[src/rtl/cpu_types_pkg.sv]
// rtl/cpu_types_pkg.sv - shared CPU types, opcode/funct constants and control-unit enums
package cpu_types_pkg;

    typedef logic [31:0] word_t;
    typedef logic [4:0]  regbits_t;

    localparam logic [5:0] OP_RTYPE = 6'h00;
    localparam logic [5:0] OP_J     = 6'h02;
    localparam logic [5:0] OP_JAL   = 6'h03;
    localparam logic [5:0] OP_BEQ   = 6'h04;
    localparam logic [5:0] OP_BNE   = 6'h05;
    localparam logic [5:0] OP_ADDIU = 6'h09;
    localparam logic [5:0] OP_SLTI  = 6'h0A;
    localparam logic [5:0] OP_SLTIU = 6'h0B;
    localparam logic [5:0] OP_ANDI  = 6'h0C;
    localparam logic [5:0] OP_ORI   = 6'h0D;
    localparam logic [5:0] OP_XORI  = 6'h0E;
    localparam logic [5:0] OP_LUI   = 6'h0F;
    localparam logic [5:0] OP_LW    = 6'h23;
    localparam logic [5:0] OP_SW    = 6'h2B;
    localparam logic [5:0] OP_HALT  = 6'h3F;

    localparam logic [5:0] FN_SLL  = 6'h00;
    localparam logic [5:0] FN_SRL  = 6'h02;
    localparam logic [5:0] FN_JR   = 6'h08;
    localparam logic [5:0] FN_ADD  = 6'h20;
    localparam logic [5:0] FN_ADDU = 6'h21;
    localparam logic [5:0] FN_SUB  = 6'h22;
    localparam logic [5:0] FN_SUBU = 6'h23;
    localparam logic [5:0] FN_AND  = 6'h24;
    localparam logic [5:0] FN_OR   = 6'h25;
    localparam logic [5:0] FN_XOR  = 6'h26;
    localparam logic [5:0] FN_NOR  = 6'h27;
    localparam logic [5:0] FN_SLT  = 6'h2A;
    localparam logic [5:0] FN_SLTU = 6'h2B;

    // ALUSrc: second ALU operand
    localparam logic [1:0] SRC_RT    = 2'd0;
    localparam logic [1:0] SRC_SEXT  = 2'd1;
    localparam logic [1:0] SRC_ZEXT  = 2'd2;
    localparam logic [1:0] SRC_SHAMT = 2'd3;

    // JumpSel: next-PC source when PCWEN fires outside FETCH
    localparam logic [1:0] JS_PC4    = 2'd0;
    localparam logic [1:0] JS_TARGET = 2'd1;
    localparam logic [1:0] JS_REG    = 2'd2;

    // RegDest: destination register field
    localparam logic [1:0] RD_RT  = 2'd0;
    localparam logic [1:0] RD_RD  = 2'd1;
    localparam logic [1:0] RD_R31 = 2'd2;

    typedef enum logic [3:0] {
        ALU_SLL, ALU_SRL, ALU_ADD, ALU_SUB, ALU_AND,
        ALU_OR, ALU_XOR, ALU_NOR, ALU_SLT, ALU_SLTU
    } aluop_t;

    typedef enum logic [2:0] {
        FETCH, DECODE, EXEC, MEM, WBACK, HALT
    } cu_state_t;

    typedef enum logic [2:0] {
        CLS_NOP, CLS_ALU, CLS_LW, CLS_SW, CLS_BR, CLS_J, CLS_JAL, CLS_HALT
    } instr_class_t;

    typedef struct packed {
        instr_class_t cls;
        logic         bne;
        aluop_t       aluop;
        logic [1:0]   alusrc;
        logic [1:0]   jumpsel;
        logic [1:0]   regdest;
        logic         memtoreg;
        logic         lui;
        logic         jal;
    } decode_t;

endpackage

[src/rtl/multicycle_control_unit_if.sv]
// rtl/multicycle_control_unit_if.sv - cache handshake and datapath control bundle
interface multicycle_control_unit_if;
    import cpu_types_pkg::*;

    word_t      iload;
    logic       ihit;
    logic       dhit;
    logic       zero;
    logic       imemREN;
    logic       dREN;
    logic       dWEN;
    logic       IRWEN;
    logic       PCWEN;
    logic       RegWEN;
    logic       PCSrc;
    logic [1:0] JumpSel;
    logic [1:0] ALUSrc;
    logic [1:0] RegDest;
    logic       MemtoReg;
    logic       LUI;
    logic       JAL;
    aluop_t     aluop;
    regbits_t   rs;
    regbits_t   rt;
    regbits_t   rd;
    logic [15:0] imm;
    word_t      shamt;
    logic       halt;
    logic       memerr;

    modport master (
        input  iload, ihit, dhit, zero,
        output imemREN, dREN, dWEN, IRWEN, PCWEN, RegWEN, PCSrc,
               JumpSel, ALUSrc, RegDest, MemtoReg, LUI, JAL, aluop,
               rs, rt, rd, imm, shamt, halt, memerr
    );

    modport slave (
        output iload, ihit, dhit, zero,
        input  imemREN, dREN, dWEN, IRWEN, PCWEN, RegWEN, PCSrc,
               JumpSel, ALUSrc, RegDest, MemtoReg, LUI, JAL, aluop,
               rs, rt, rd, imm, shamt, halt, memerr
    );

endinterface

[src/rtl/multicycle_control_unit_decode.sv]
// rtl/multicycle_control_unit_decode.sv - cu_decode: IR opcode/funct to instruction class and static selects
module cu_decode
    import cpu_types_pkg::*;
(
    input  logic [5:0] opcode,
    input  logic [5:0] funct,
    output decode_t    dec
);

    // Pure table lookup; unrecognised encodings fall out as CLS_NOP
    always_comb begin
        dec       = '0;
        dec.cls   = CLS_NOP;
        dec.aluop = ALU_SLL;
        case (opcode)
            OP_RTYPE: begin
                dec.cls     = CLS_ALU;
                dec.regdest = RD_RD;
                case (funct)
                    FN_SLL:          begin dec.aluop = ALU_SLL; dec.alusrc = SRC_SHAMT; end
                    FN_SRL:          begin dec.aluop = ALU_SRL; dec.alusrc = SRC_SHAMT; end
                    FN_ADD, FN_ADDU: dec.aluop = ALU_ADD;
                    FN_SUB, FN_SUBU: dec.aluop = ALU_SUB;
                    FN_AND:          dec.aluop = ALU_AND;
                    FN_OR:           dec.aluop = ALU_OR;
                    FN_XOR:          dec.aluop = ALU_XOR;
                    FN_NOR:          dec.aluop = ALU_NOR;
                    FN_SLT:          dec.aluop = ALU_SLT;
                    FN_SLTU:         dec.aluop = ALU_SLTU;
                    FN_JR:           begin dec.cls = CLS_J; dec.jumpsel = JS_REG; dec.regdest = RD_RT; end
                    default:         begin dec.cls = CLS_NOP; dec.regdest = RD_RT; end
                endcase
            end
            OP_J:     begin dec.cls = CLS_J; dec.jumpsel = JS_TARGET; end
            OP_JAL:   begin
                dec.cls     = CLS_JAL;
                dec.jumpsel = JS_TARGET;
                dec.regdest = RD_R31;
                dec.jal     = 1'b1;
            end
            OP_BEQ:   begin dec.cls = CLS_BR; dec.aluop = ALU_SUB; end
            OP_BNE:   begin dec.cls = CLS_BR; dec.aluop = ALU_SUB; dec.bne = 1'b1; end
            OP_ADDIU: begin dec.cls = CLS_ALU; dec.aluop = ALU_ADD;  dec.alusrc = SRC_SEXT; end
            OP_SLTI:  begin dec.cls = CLS_ALU; dec.aluop = ALU_SLT;  dec.alusrc = SRC_SEXT; end
            OP_SLTIU: begin dec.cls = CLS_ALU; dec.aluop = ALU_SLTU; dec.alusrc = SRC_SEXT; end
            OP_ANDI:  begin dec.cls = CLS_ALU; dec.aluop = ALU_AND;  dec.alusrc = SRC_ZEXT; end
            OP_ORI:   begin dec.cls = CLS_ALU; dec.aluop = ALU_OR;   dec.alusrc = SRC_ZEXT; end
            OP_XORI:  begin dec.cls = CLS_ALU; dec.aluop = ALU_XOR;  dec.alusrc = SRC_ZEXT; end
            OP_LUI:   begin dec.cls = CLS_ALU; dec.lui = 1'b1; end
            OP_LW:    begin
                dec.cls      = CLS_LW;
                dec.aluop    = ALU_ADD;
                dec.alusrc   = SRC_SEXT;
                dec.memtoreg = 1'b1;
            end
            OP_SW:    begin dec.cls = CLS_SW; dec.aluop = ALU_ADD; dec.alusrc = SRC_SEXT; end
            OP_HALT:  dec.cls = CLS_HALT;
            default:  ;
        endcase
    end

endmodule

[src/rtl/multicycle_control_unit.sv]
// rtl/multicycle_control_unit.sv - multicycle MIPS sequencer (optional CU_PERF_COUNTERS_EN perf counters)
module multicycle_control_unit
    import cpu_types_pkg::*;
#(
    parameter int MEM_TIMEOUT = 255,
    parameter int CNT_W       = $clog2(MEM_TIMEOUT + 1)
) (
    input  logic CLK,
    input  logic nRST,
`ifdef CU_PERF_COUNTERS_EN
    output word_t cyc_count,
    output word_t instr_count,
`endif
    multicycle_control_unit_if.master cuif
);

    // MEM_TIMEOUT of 0 would give a zero-width counter; keep at least one bit
    localparam int CW = (CNT_W < 1) ? 1 : CNT_W;
    localparam logic [CW-1:0] TMO = CW'(MEM_TIMEOUT);

    cu_state_t     state;
    word_t         ir;
    logic [CW-1:0] cnt;
    logic          memerr_q;
    logic          tmo_hit;
    decode_t       dec;

    cu_decode u_decode (
        .opcode (ir[31:26]),
        .funct  (ir[5:0]),
        .dec    (dec)
    );

    assign tmo_hit = (MEM_TIMEOUT != 0) && (cnt == TMO);

    // Sequencer: state, instruction register, hit wait counter and sticky timeout flag
    always_ff @(posedge CLK or negedge nRST) begin
        if (!nRST) begin
            state    <= FETCH;
            ir       <= '0;
            cnt      <= '0;
            memerr_q <= 1'b0;
        end else begin
            case (state)
                FETCH: begin
                    if (cuif.ihit) begin
                        ir    <= cuif.iload;
                        state <= DECODE;
                        cnt   <= '0;
                    end else if (tmo_hit) begin
                        memerr_q <= 1'b1;
                        state    <= HALT;
                        cnt      <= '0;
                    end else begin
                        cnt <= cnt + 1'b1;
                    end
                end
                DECODE: state <= (dec.cls == CLS_HALT) ? HALT : EXEC;
                EXEC: begin
                    case (dec.cls)
                        CLS_LW, CLS_SW:   state <= MEM;
                        CLS_ALU, CLS_JAL: state <= WBACK;
                        default:          state <= FETCH;
                    endcase
                end
                MEM: begin
                    if (cuif.dhit) begin
                        state <= (dec.cls == CLS_LW) ? WBACK : FETCH;
                        cnt   <= '0;
                    end else if (tmo_hit) begin
                        memerr_q <= 1'b1;
                        state    <= HALT;
                        cnt      <= '0;
                    end else begin
                        cnt <= cnt + 1'b1;
                    end
                end
                WBACK:   state <= FETCH;
                HALT:    state <= HALT;
                default: state <= FETCH;
            endcase
        end
    end

    // Per-state strobes; everything is forced low while nRST is held
    always_comb begin
        cuif.imemREN  = 1'b0;
        cuif.dREN     = 1'b0;
        cuif.dWEN     = 1'b0;
        cuif.IRWEN    = 1'b0;
        cuif.PCWEN    = 1'b0;
        cuif.RegWEN   = 1'b0;
        cuif.PCSrc    = 1'b0;
        cuif.JumpSel  = JS_PC4;
        cuif.ALUSrc   = SRC_RT;
        cuif.RegDest  = RD_RT;
        cuif.MemtoReg = 1'b0;
        cuif.LUI      = 1'b0;
        cuif.JAL      = 1'b0;
        cuif.aluop    = ALU_SLL;
        if (nRST) begin
            case (state)
                FETCH: begin
                    cuif.imemREN = 1'b1;
                    cuif.IRWEN   = cuif.ihit;
                    cuif.PCWEN   = cuif.ihit;
                end
                EXEC: begin
                    cuif.aluop  = dec.aluop;
                    cuif.ALUSrc = dec.alusrc;
                    case (dec.cls)
                        CLS_BR: begin
                            cuif.PCSrc = cuif.zero ^ dec.bne;
                            cuif.PCWEN = cuif.zero ^ dec.bne;
                        end
                        CLS_J, CLS_JAL: begin
                            cuif.PCWEN   = 1'b1;
                            cuif.JumpSel = dec.jumpsel;
                        end
                        default: ;
                    endcase
                end
                MEM: begin
                    cuif.aluop  = dec.aluop;
                    cuif.ALUSrc = dec.alusrc;
                    cuif.dREN   = (dec.cls == CLS_LW);
                    cuif.dWEN   = (dec.cls == CLS_SW);
                end
                WBACK: begin
                    cuif.aluop    = dec.aluop;
                    cuif.ALUSrc   = dec.alusrc;
                    cuif.RegWEN   = 1'b1;
                    cuif.RegDest  = dec.regdest;
                    cuif.MemtoReg = dec.memtoreg;
                    cuif.LUI      = dec.lui;
                    cuif.JAL      = dec.jal;
                end
                default: ;
            endcase
        end
    end

    assign cuif.rs     = ir[25:21];
    assign cuif.rt     = ir[20:16];
    assign cuif.rd     = ir[15:11];
    assign cuif.imm    = ir[15:0];
    assign cuif.shamt  = {27'd0, ir[10:6]};
    assign cuif.halt   = nRST && (state == HALT);
    assign cuif.memerr = memerr_q;

`ifdef CU_PERF_COUNTERS_EN
    logic to_fetch;

    assign to_fetch = ((state == EXEC) && (dec.cls inside {CLS_NOP, CLS_BR, CLS_J}))
                   || ((state == MEM) && cuif.dhit && (dec.cls == CLS_SW))
                   || (state == WBACK);

    // Cycle and retired-instruction counters, wrapping at 2^32
    always_ff @(posedge CLK or negedge nRST) begin
        if (!nRST) begin
            cyc_count   <= '0;
            instr_count <= '0;
        end else begin
            if (state != HALT) cyc_count <= cyc_count + 32'd1;
            if (to_fetch) instr_count <= instr_count + 32'd1;
        end
    end
`endif

endmodule

[src/flat_wrapper.sv]
// flat-port wrapper written by rule: the top's interface ports become plain ports
module multicycle_control_unit_flat import cpu_types_pkg::*;
#(
    parameter int MEM_TIMEOUT = 255,
    parameter int CNT_W       = $clog2(MEM_TIMEOUT + 1)
)
  (CLK, nRST, cuif_iload, cuif_ihit, cuif_dhit, cuif_zero, cuif_imemREN, cuif_dREN, cuif_dWEN, cuif_IRWEN, cuif_PCWEN, cuif_RegWEN, cuif_PCSrc, cuif_JumpSel, cuif_ALUSrc, cuif_RegDest, cuif_MemtoReg, cuif_LUI, cuif_JAL, cuif_aluop, cuif_rs, cuif_rt, cuif_rd, cuif_imm, cuif_shamt, cuif_halt, cuif_memerr);
  multicycle_control_unit_if cuif_i ();
  input  logic CLK;
  input  logic nRST;
  input wire logic [$bits(cuif_i.iload)-1:0] cuif_iload;
  input wire logic [$bits(cuif_i.ihit)-1:0] cuif_ihit;
  input wire logic [$bits(cuif_i.dhit)-1:0] cuif_dhit;
  input wire logic [$bits(cuif_i.zero)-1:0] cuif_zero;
  output wire logic [$bits(cuif_i.imemREN)-1:0] cuif_imemREN;
  output wire logic [$bits(cuif_i.dREN)-1:0] cuif_dREN;
  output wire logic [$bits(cuif_i.dWEN)-1:0] cuif_dWEN;
  output wire logic [$bits(cuif_i.IRWEN)-1:0] cuif_IRWEN;
  output wire logic [$bits(cuif_i.PCWEN)-1:0] cuif_PCWEN;
  output wire logic [$bits(cuif_i.RegWEN)-1:0] cuif_RegWEN;
  output wire logic [$bits(cuif_i.PCSrc)-1:0] cuif_PCSrc;
  output wire logic [$bits(cuif_i.JumpSel)-1:0] cuif_JumpSel;
  output wire logic [$bits(cuif_i.ALUSrc)-1:0] cuif_ALUSrc;
  output wire logic [$bits(cuif_i.RegDest)-1:0] cuif_RegDest;
  output wire logic [$bits(cuif_i.MemtoReg)-1:0] cuif_MemtoReg;
  output wire logic [$bits(cuif_i.LUI)-1:0] cuif_LUI;
  output wire logic [$bits(cuif_i.JAL)-1:0] cuif_JAL;
  output wire logic [$bits(cuif_i.aluop)-1:0] cuif_aluop;
  output wire logic [$bits(cuif_i.rs)-1:0] cuif_rs;
  output wire logic [$bits(cuif_i.rt)-1:0] cuif_rt;
  output wire logic [$bits(cuif_i.rd)-1:0] cuif_rd;
  output wire logic [$bits(cuif_i.imm)-1:0] cuif_imm;
  output wire logic [$bits(cuif_i.shamt)-1:0] cuif_shamt;
  output wire logic [$bits(cuif_i.halt)-1:0] cuif_halt;
  output wire logic [$bits(cuif_i.memerr)-1:0] cuif_memerr;
  assign cuif_i.iload = cuif_iload;
  assign cuif_i.ihit = cuif_ihit;
  assign cuif_i.dhit = cuif_dhit;
  assign cuif_i.zero = cuif_zero;
  assign cuif_imemREN = cuif_i.imemREN;
  assign cuif_dREN = cuif_i.dREN;
  assign cuif_dWEN = cuif_i.dWEN;
  assign cuif_IRWEN = cuif_i.IRWEN;
  assign cuif_PCWEN = cuif_i.PCWEN;
  assign cuif_RegWEN = cuif_i.RegWEN;
  assign cuif_PCSrc = cuif_i.PCSrc;
  assign cuif_JumpSel = cuif_i.JumpSel;
  assign cuif_ALUSrc = cuif_i.ALUSrc;
  assign cuif_RegDest = cuif_i.RegDest;
  assign cuif_MemtoReg = cuif_i.MemtoReg;
  assign cuif_LUI = cuif_i.LUI;
  assign cuif_JAL = cuif_i.JAL;
  assign cuif_aluop = cuif_i.aluop;
  assign cuif_rs = cuif_i.rs;
  assign cuif_rt = cuif_i.rt;
  assign cuif_rd = cuif_i.rd;
  assign cuif_imm = cuif_i.imm;
  assign cuif_shamt = cuif_i.shamt;
  assign cuif_halt = cuif_i.halt;
  assign cuif_memerr = cuif_i.memerr;
  multicycle_control_unit #(.MEM_TIMEOUT(MEM_TIMEOUT), .CNT_W(CNT_W)) u_core (.CLK(CLK), .nRST(nRST), .cuif(cuif_i));
endmodule
[config.mk]
export PLATFORM = sky130hd
export DESIGN_NAME = multicycle_control_unit_flat
export DESIGN_NICKNAME = d
export VERILOG_FILES = /design/src/rtl/cpu_types_pkg.sv /design/src/rtl/multicycle_control_unit_if.sv /design/src/rtl/multicycle_control_unit_decode.sv /design/src/rtl/multicycle_control_unit.sv /design/src/flat_wrapper.sv
export SDC_FILE = /design/constraint.sdc
export NUM_CORES = 1
export LEC_CHECK = 0
export ABC_AREA = 0
export CORE_ASPECT_RATIO = 0.8
export CORE_MARGIN = 5
export CORE_UTILIZATION = 44
export CTS_BUF_LIST = sky130_fd_sc_hd__clkbuf_16
export DETAILED_ROUTE_END_ITERATION = 10
export PLACE_DENSITY = 0.81
export REMOVE_ABC_BUFFERS = 1
export SYNTH_ARGS = -nofsm -noshare
export SYNTH_HDL_FRONTEND = slang
export SYNTH_SLANG_ARGS = --single-unit
[constraint.sdc]
create_clock -name CLK -period 4.8 [get_ports CLK]
set_clock_uncertainty 0.15 [all_clocks]
set_input_delay 0.96 -clock CLK [delete_from_list [all_inputs] [get_ports CLK]]
set_output_delay 0.96 -clock CLK [all_outputs]
set_load 0.03 [all_outputs]
==> out/results.ini, run 1 <==
[status]
status = completed

[route]
drc = 0
dr_total_vias = 2582
post_drt_wl_per_cell_um = 15.7
avgViaCountPerCell = 5.36
drt_iter0_drc = 123
dr.pass1.iters = 4
ant_nets = 0
finalWirelength_um = 7550

[logic_synthesis]
synth_area_leaders = dfrtp_1 35%, buf_4 15%, mux2_2 11%, nand2_1 3.0%, nor3_1 2.9%
yosysTopAreaCell = dfrtp_1
yosysTopAreaCellShare = 0.355
async_flop_share = 1.00
syn_area_mm2 = 0.00310
synth_area_per_cell_um2 = 8.97
yosys_register_bits = 44
ys_types = 58
synth_edf_count = 0
synth-seq-area-share = 0.355
synth_cells = 346
yosys_warnings = 0
ys.flop_type = dfrtp_1

[pwr]
max-vdd-ir-drop_v = 0.000157
p_leak_nw = 1.58
p_per_area_mw_per_mm2 = 257

[floorplan]
die-area_mm2 = 0.00884
dieHeight_um = 85.1
dieWidth_um = 104
rows = 27
initial_core_util = 0.452
ios = 122
core_region_area_mm2 = 0.00686

[critical_path]
cp-start-kind = register
path_max_fanout = 20
worstPathArrival_ns = 3.08
crit_required_ns = 3.69
crit_type = reg -> out
worstSetupEndpointType = output port

[cells_and_area]
drive_above_1_share = 0.127
final_area_mm2 = 0.00388
area_delta_synth_final_pct = 25.1
nets = 432
final_util = 0.566
antenna_cells = 0
fillCellCount = 593

[place]
gp_congestion = 0.827
dpl.hpwl_um = 5680
place_area_mm2 = 0.00371
io_buffers = 94

[cts]
cts_setup_buffers = 0
cts_max_level = 2
cts_inserted_buffers = 5
clk_latency_ns = 0.28
cts-root-buf = clkbuf_16
cts_tree = built
clock_sinks = 44
post_cts_resized = 0
hold_buffers = 0
cts_max_path_buffers = 2
clkSlewWorstSetupHoldPaths_ns = 0.06

[sta]
tightest_slew_ns = 0.640
rsz0062_at_grt = false
drv_slew = 0
post-route-period-util = 0.872
finalSetupViolations = 0
relSlewSlack = 0.574
hold_viol_final = 0
period_minus_slack_ns = 4.19
max_freq_mhz = 239

[run]
maxCapViolCount = 0

[global_routing]
grt_pass1_wl_um = 12600
overflow = 0
grt_max_degree = 42
antenna_found_initial = 0
grt_usage = 0.165
grt_pass1_vias = 2573

[hold_path]
hp-class = reg -> reg

## stage by stage
| step | setup TNS [ns] | hold slack [ns] | setup WS (ns) | cells | power (mW) |
|---|---|---|---|---|---|
| global route | 0 | 0.340 | 0.420 | 482 | 1.04 |
| finish | 0 | 0.320 | 0.613 | 482 | 1.00 |
| detailed placement | 0 | 0.310 | 0.919 | 474 | 0.611 |
| global placement | 0 | 0.295 | 0.965 | 474 | 0.606 |
| floorplan | -15.48 | 0.308 | -1.39 | 291 | 0.524 |
| CTS | 0 | 0.330 | 0.625 | 482 | 1.01 |
## cells in the mapped netlist, types with 4 or more instances
cell / instances
a21oi_1: 11
a22oi_1: 4
and3_1: 7
buf_2: 9
buf_4: 64
clkbuf_1: 7
dfrtp_1: 44
inv_1: 8
mux2_2: 30
nand2_1: 25
nand2b_1: 5
nand3_1: 9
nor2_1: 21
nor2b_1: 5
nor3_1: 18
nor4_1: 6
o21ai_0: 13
o21ai_1: 6
o31ai_1: 4
or3_1: 4
## cell type report
type	instances	area (um^2)	share of cell area
clock buffers	5	125	0.0322
clock inverters	3	46.3	0.0119
inverters	9	33.8	0.00870
multi-input cells	238	1520	0.391
flip-flops and latches	44	1100	0.284
well taps	87	109	0.0280
repair buffers	96	951	0.245
## final timing paths
check,end,slack [ns],from,cells past startpoint
setup / recovery,cuif_PCWEN,0.61,u_core.ir[29],6
hold / removal,u_core.cuif.memerr,0.32,u_core.cuif.memerr,1
setup reg to reg,u_core.cnt[7],2.36,u_core.state[0],5
hold reg to reg,u_core.cuif.memerr,0.32,u_core.cuif.memerr,1
max in group asynchronous,u_core.ir[22],3.37,nRST,2
min in group asynchronous,u_core.ir[2],0.37,nRST,1
## critical path: stages (launching register included)
cell,delay [ns]
dfrtp_1,0.61
nor4_4,0.41
nand4_1,0.15
a21boi_1,0.18
a2111o_1,0.49
o31ai_1,0.25
clkdlybuf4s50_1,0.71
## cell families after synthesis
family / share of synthesized area
XOR/XNOR: 0.00565
other: 0.00121
buffers and inverters: 0.190
adder cells (fa/ha/maj): 0.00403
AO/OA/AOI/OAI: 0.120
flip-flops: 0.355
multiplexers: 0.116
AND/OR/NAND/NOR: 0.208
## metal layers
| metal | wire length [um] | vias up | global-route usage |
|---|---|---|---|
| li1 | - | 1229 | - |
| met2 | 3410 | 125 | 0.259 |
| met4 | 48 | 0 | 0.0282 |
| met5 | 0 | - | 0 |
| met1 | 3340 | 1224 | 0.221 |
| met3 | 751 | 4 | 0.0616 |
## state kept, by name, summed over array words and instances, names as in the netlist
name	count
u_core.cnt	8
u_core.cuif.memerr	1
u_core.ir	32
u_core.state	3
## cells in the final DEF, fill, tap and decap left out, drive strengths merged, types with 7 or more instances in the layout
| cell type | n |
|---|---|
| nor4 | 7 |
| nand3 | 9 |
| a21oi | 11 |
| conb | 27 |
| clkdlybuf4s50 | 93 |
| nor3 | 19 |
| o21ai | 19 |
| mux2 | 30 |
| dfrtp | 44 |
| and3 | 7 |
| inv | 10 |
| nor2 | 22 |
| nand2 | 25 |
## where the power goes
part	leakage (nW)	internal, mW	switching (mW)
Sequential	0.535	0.387	0.0269
Combinational	0.967	0.0812	0.111
Clock	0.0804	0.247	0.147
Total	1.58	0.715	0.284
(Power assumes the default switching activity.)
==> run 2: changes to the inputs <==
PLACE_DENSITY = 0.79   (was 0.81)
SYNTH_HIERARCHICAL = 1   (was unset)
==> out/results.ini, run 2 <==
[sta]
setup_ws_ns = 0.427
hold_viol_final = 0
relSlewSlack = 0.554
max_freq_mhz = 229
period_minus_slack_ns = 4.37
whs_ns = 0.361
tns_ns = 0
drv_slew = 0
tightest_slew_ns = 0.669
finalSetupViolations = 0
rsz0062_at_grt = false
post-route-period-util = 0.911

[logic_synthesis]
syn_area_mm2 = 0.00332
yosys_register_bits = 44
synth-simple-area-share = 0.193
synth_top_family_by_area = buffers and inverters
synth_area_per_cell_um2 = 10.0
synth-seq-area-share = 0.331
synth.area.mux_share = 0.160
yosysTopAreaCell = dfrtp_1
synth_cells = 332
synth-adder-area-share = 0.00376
ys_types = 65
synth_area_leaders = dfrtp_1 33%, buf_4 14%, mux2_4 13%, nor2_1 2.8%, and2_1 2.6%
ys_top_cells_by_count = 63 x buf_4, 44 x dfrtp_1, 29 x mux2_4
ys.flop_type = dfrtp_1
synth-xor-area-share = 0.0215
yosys_warnings = 6
synth_edf_count = 0
yosysMostFrequentCell = buf_4
async_flop_share = 1.00
synth_compound_area_frac = 0.0926
yosysTopAreaCellShare = 0.331

[place]
io_buffers = 94
post-place-ws_ns = 0.717
gp_congestion = 0.898
dpl.hpwl_um = 5520

[cts]
cts_tree = built
cts_max_level = 2
clk_latency_ns = 0.29
cts-root-buf = clkbuf_16
cts_max_path_buffers = 2
post_cts_resized = 0
hold_buffers = 0
clock_sinks = 44
cts_inserted_buffers = 5
clkSlewWorstSetupHoldPaths_ns = 0.06
cts_setup_buffers = 0

[global_routing]
antenna_found_initial = 0
grt_max_degree = 42
grt_pass1_wl_um = 11900
overflow = 0
grt_pass1_vias = 2398
grt_usage = 0.159

[cells_and_area]
largest_reg_flops = 32
final_util = 0.553
top_regs = u_core/ir x32, u_core/cnt x8, u_core/state x3
nets = 422
mostFrequentLayoutCells = 93 x clkdlybuf4s50_1, 44 x dfrtp_1, 29 x mux2_4, 27 x conb_1, 25 x nor2_1
area_delta_synth_final_pct = 23.0
largest_register = u_core/ir
antenna_cells = 0
drive_above_1_share = 0.143
final_common_cell = clkdlybuf4s50_1

[floorplan]
core_region_area_mm2 = 0.00739
dieHeight_um = 87.7
initial_core_util = 0.450
ios = 122
dieWidth_um = 107
die-area_mm2 = 0.00940
rows = 28

[route]
avgViaCountPerCell = 4.95
finalWirelength_um = 7380
drc = 0
drt_iter0_drc = 109
ant_nets = 0
dr_total_vias = 2420
dr.pass1.iters = 5
post_drt_wl_per_cell_um = 15.1

[pwr]
p_per_area_mw_per_mm2 = 214
p_leak_nw = 1.74
max-vdd-ir-drop_v = 0.000141

[status]
status = completed

[critical_path]
crit_required_ns = 3.69
critPathMaxStageDelay_ns = 0.73
worstPathArrival_ns = 3.26
worstSetupEndpointType = output port
slowest_stage = clkdlybuf4s50_1
crit_buf_inv = 2
crit_type = reg -> out
path_cells = or4_1, o311ai_0, buf_4, nand4_1, nor4_1, clkdlybuf4s50_1
cp-start-kind = register
path_max_fanout = 12
crit_family = simple AND/OR/NAND/NOR gates

[hold_path]
hp-class = reg -> reg

[run]
maxCapViolCount = 0

run 2: changes by cell type after synthesis, moves of 5 or more:
cell     before  now
o21ai_0      13    7
and2_1        2   14
mux2_2       30    0
o21ai_1       6    1
nand3_1       9    4
nand2_1      25   17
mux2_4        0   29
buf_2         9    3
nor3_1       18    5
run 2: worst reg2reg max path: cells and delay by family (launching register included):
| family | cells | cell delay (ns) |
|---|---|---|
| AOI/OAI and AO/OA | 4 | 0.85 |
| and+or+nand+nor | 2 | 0.84 |
| buffers and inverters | 1 | 0.22 |
| DFF | 1 | 0.50 |
run 2: final timing paths:
kind,slack (ns),to,cells after the start,startpoint
setup / recovery,0.43,cuif_PCSrc,6,u_core/ir[29]
hold reg to reg,0.36,u_core/cuif.memerr,1,u_core/cuif.memerr
setup reg to reg,2.15,u_core/state[0],7,u_core/ir[29]
hold / removal,0.36,u_core/cuif.memerr,1,u_core/cuif.memerr
max in group asynchronous,3.35,u_core/ir[1],2,nRST
min in group asynchronous,0.37,u_core/state[0],1,nRST
run 2: cells by family (layout without fill, tap and decap cells):
family          after synthesis  after routing
fa+ha+maj                     1              1
simple gates                110            110
flops                        44             44
xor+xnor                      6              6
mux                          37             37
other cells                   1             27
compound gates               44             44
buf+inv                      89            115
run 2: final cells by class:
cell class / instances / area, um^2
fillers: 656 / 3300
multi-input cells: 225 / 1670
inverters: 10 / 37.5
repair buffers: 98 / 966
flip-flops and latches: 44 / 1100
clock buffers: 5 / 125
clock inverters: 2 / 60.1
well taps: 105 / 131
run 2: report_power, final:
part           total [mW]  switching [mW]  internal, mW
Combinational      0.0733          0.0449        0.0283
Clock               0.432           0.137         0.295
Sequential          0.371               0         0.371
run 2: metrics by stage:
stage	total power [mW]	cells	area, um^2
floorplan	0.410	279	2810
global placement	0.450	482	3900
detailed placement	0.451	482	3900
CTS	0.890	489	4090
global route	0.911	489	4090
finish	0.876	489	4090
run 2: layer usage:
metal	track usage	up-vias	wire length, um
li1	-	1166	-
met1	0.216	1132	3300
met2	0.244	118	3360
met3	0.0479	4	676
met4	0.0488	0	47
met5	0	-	0
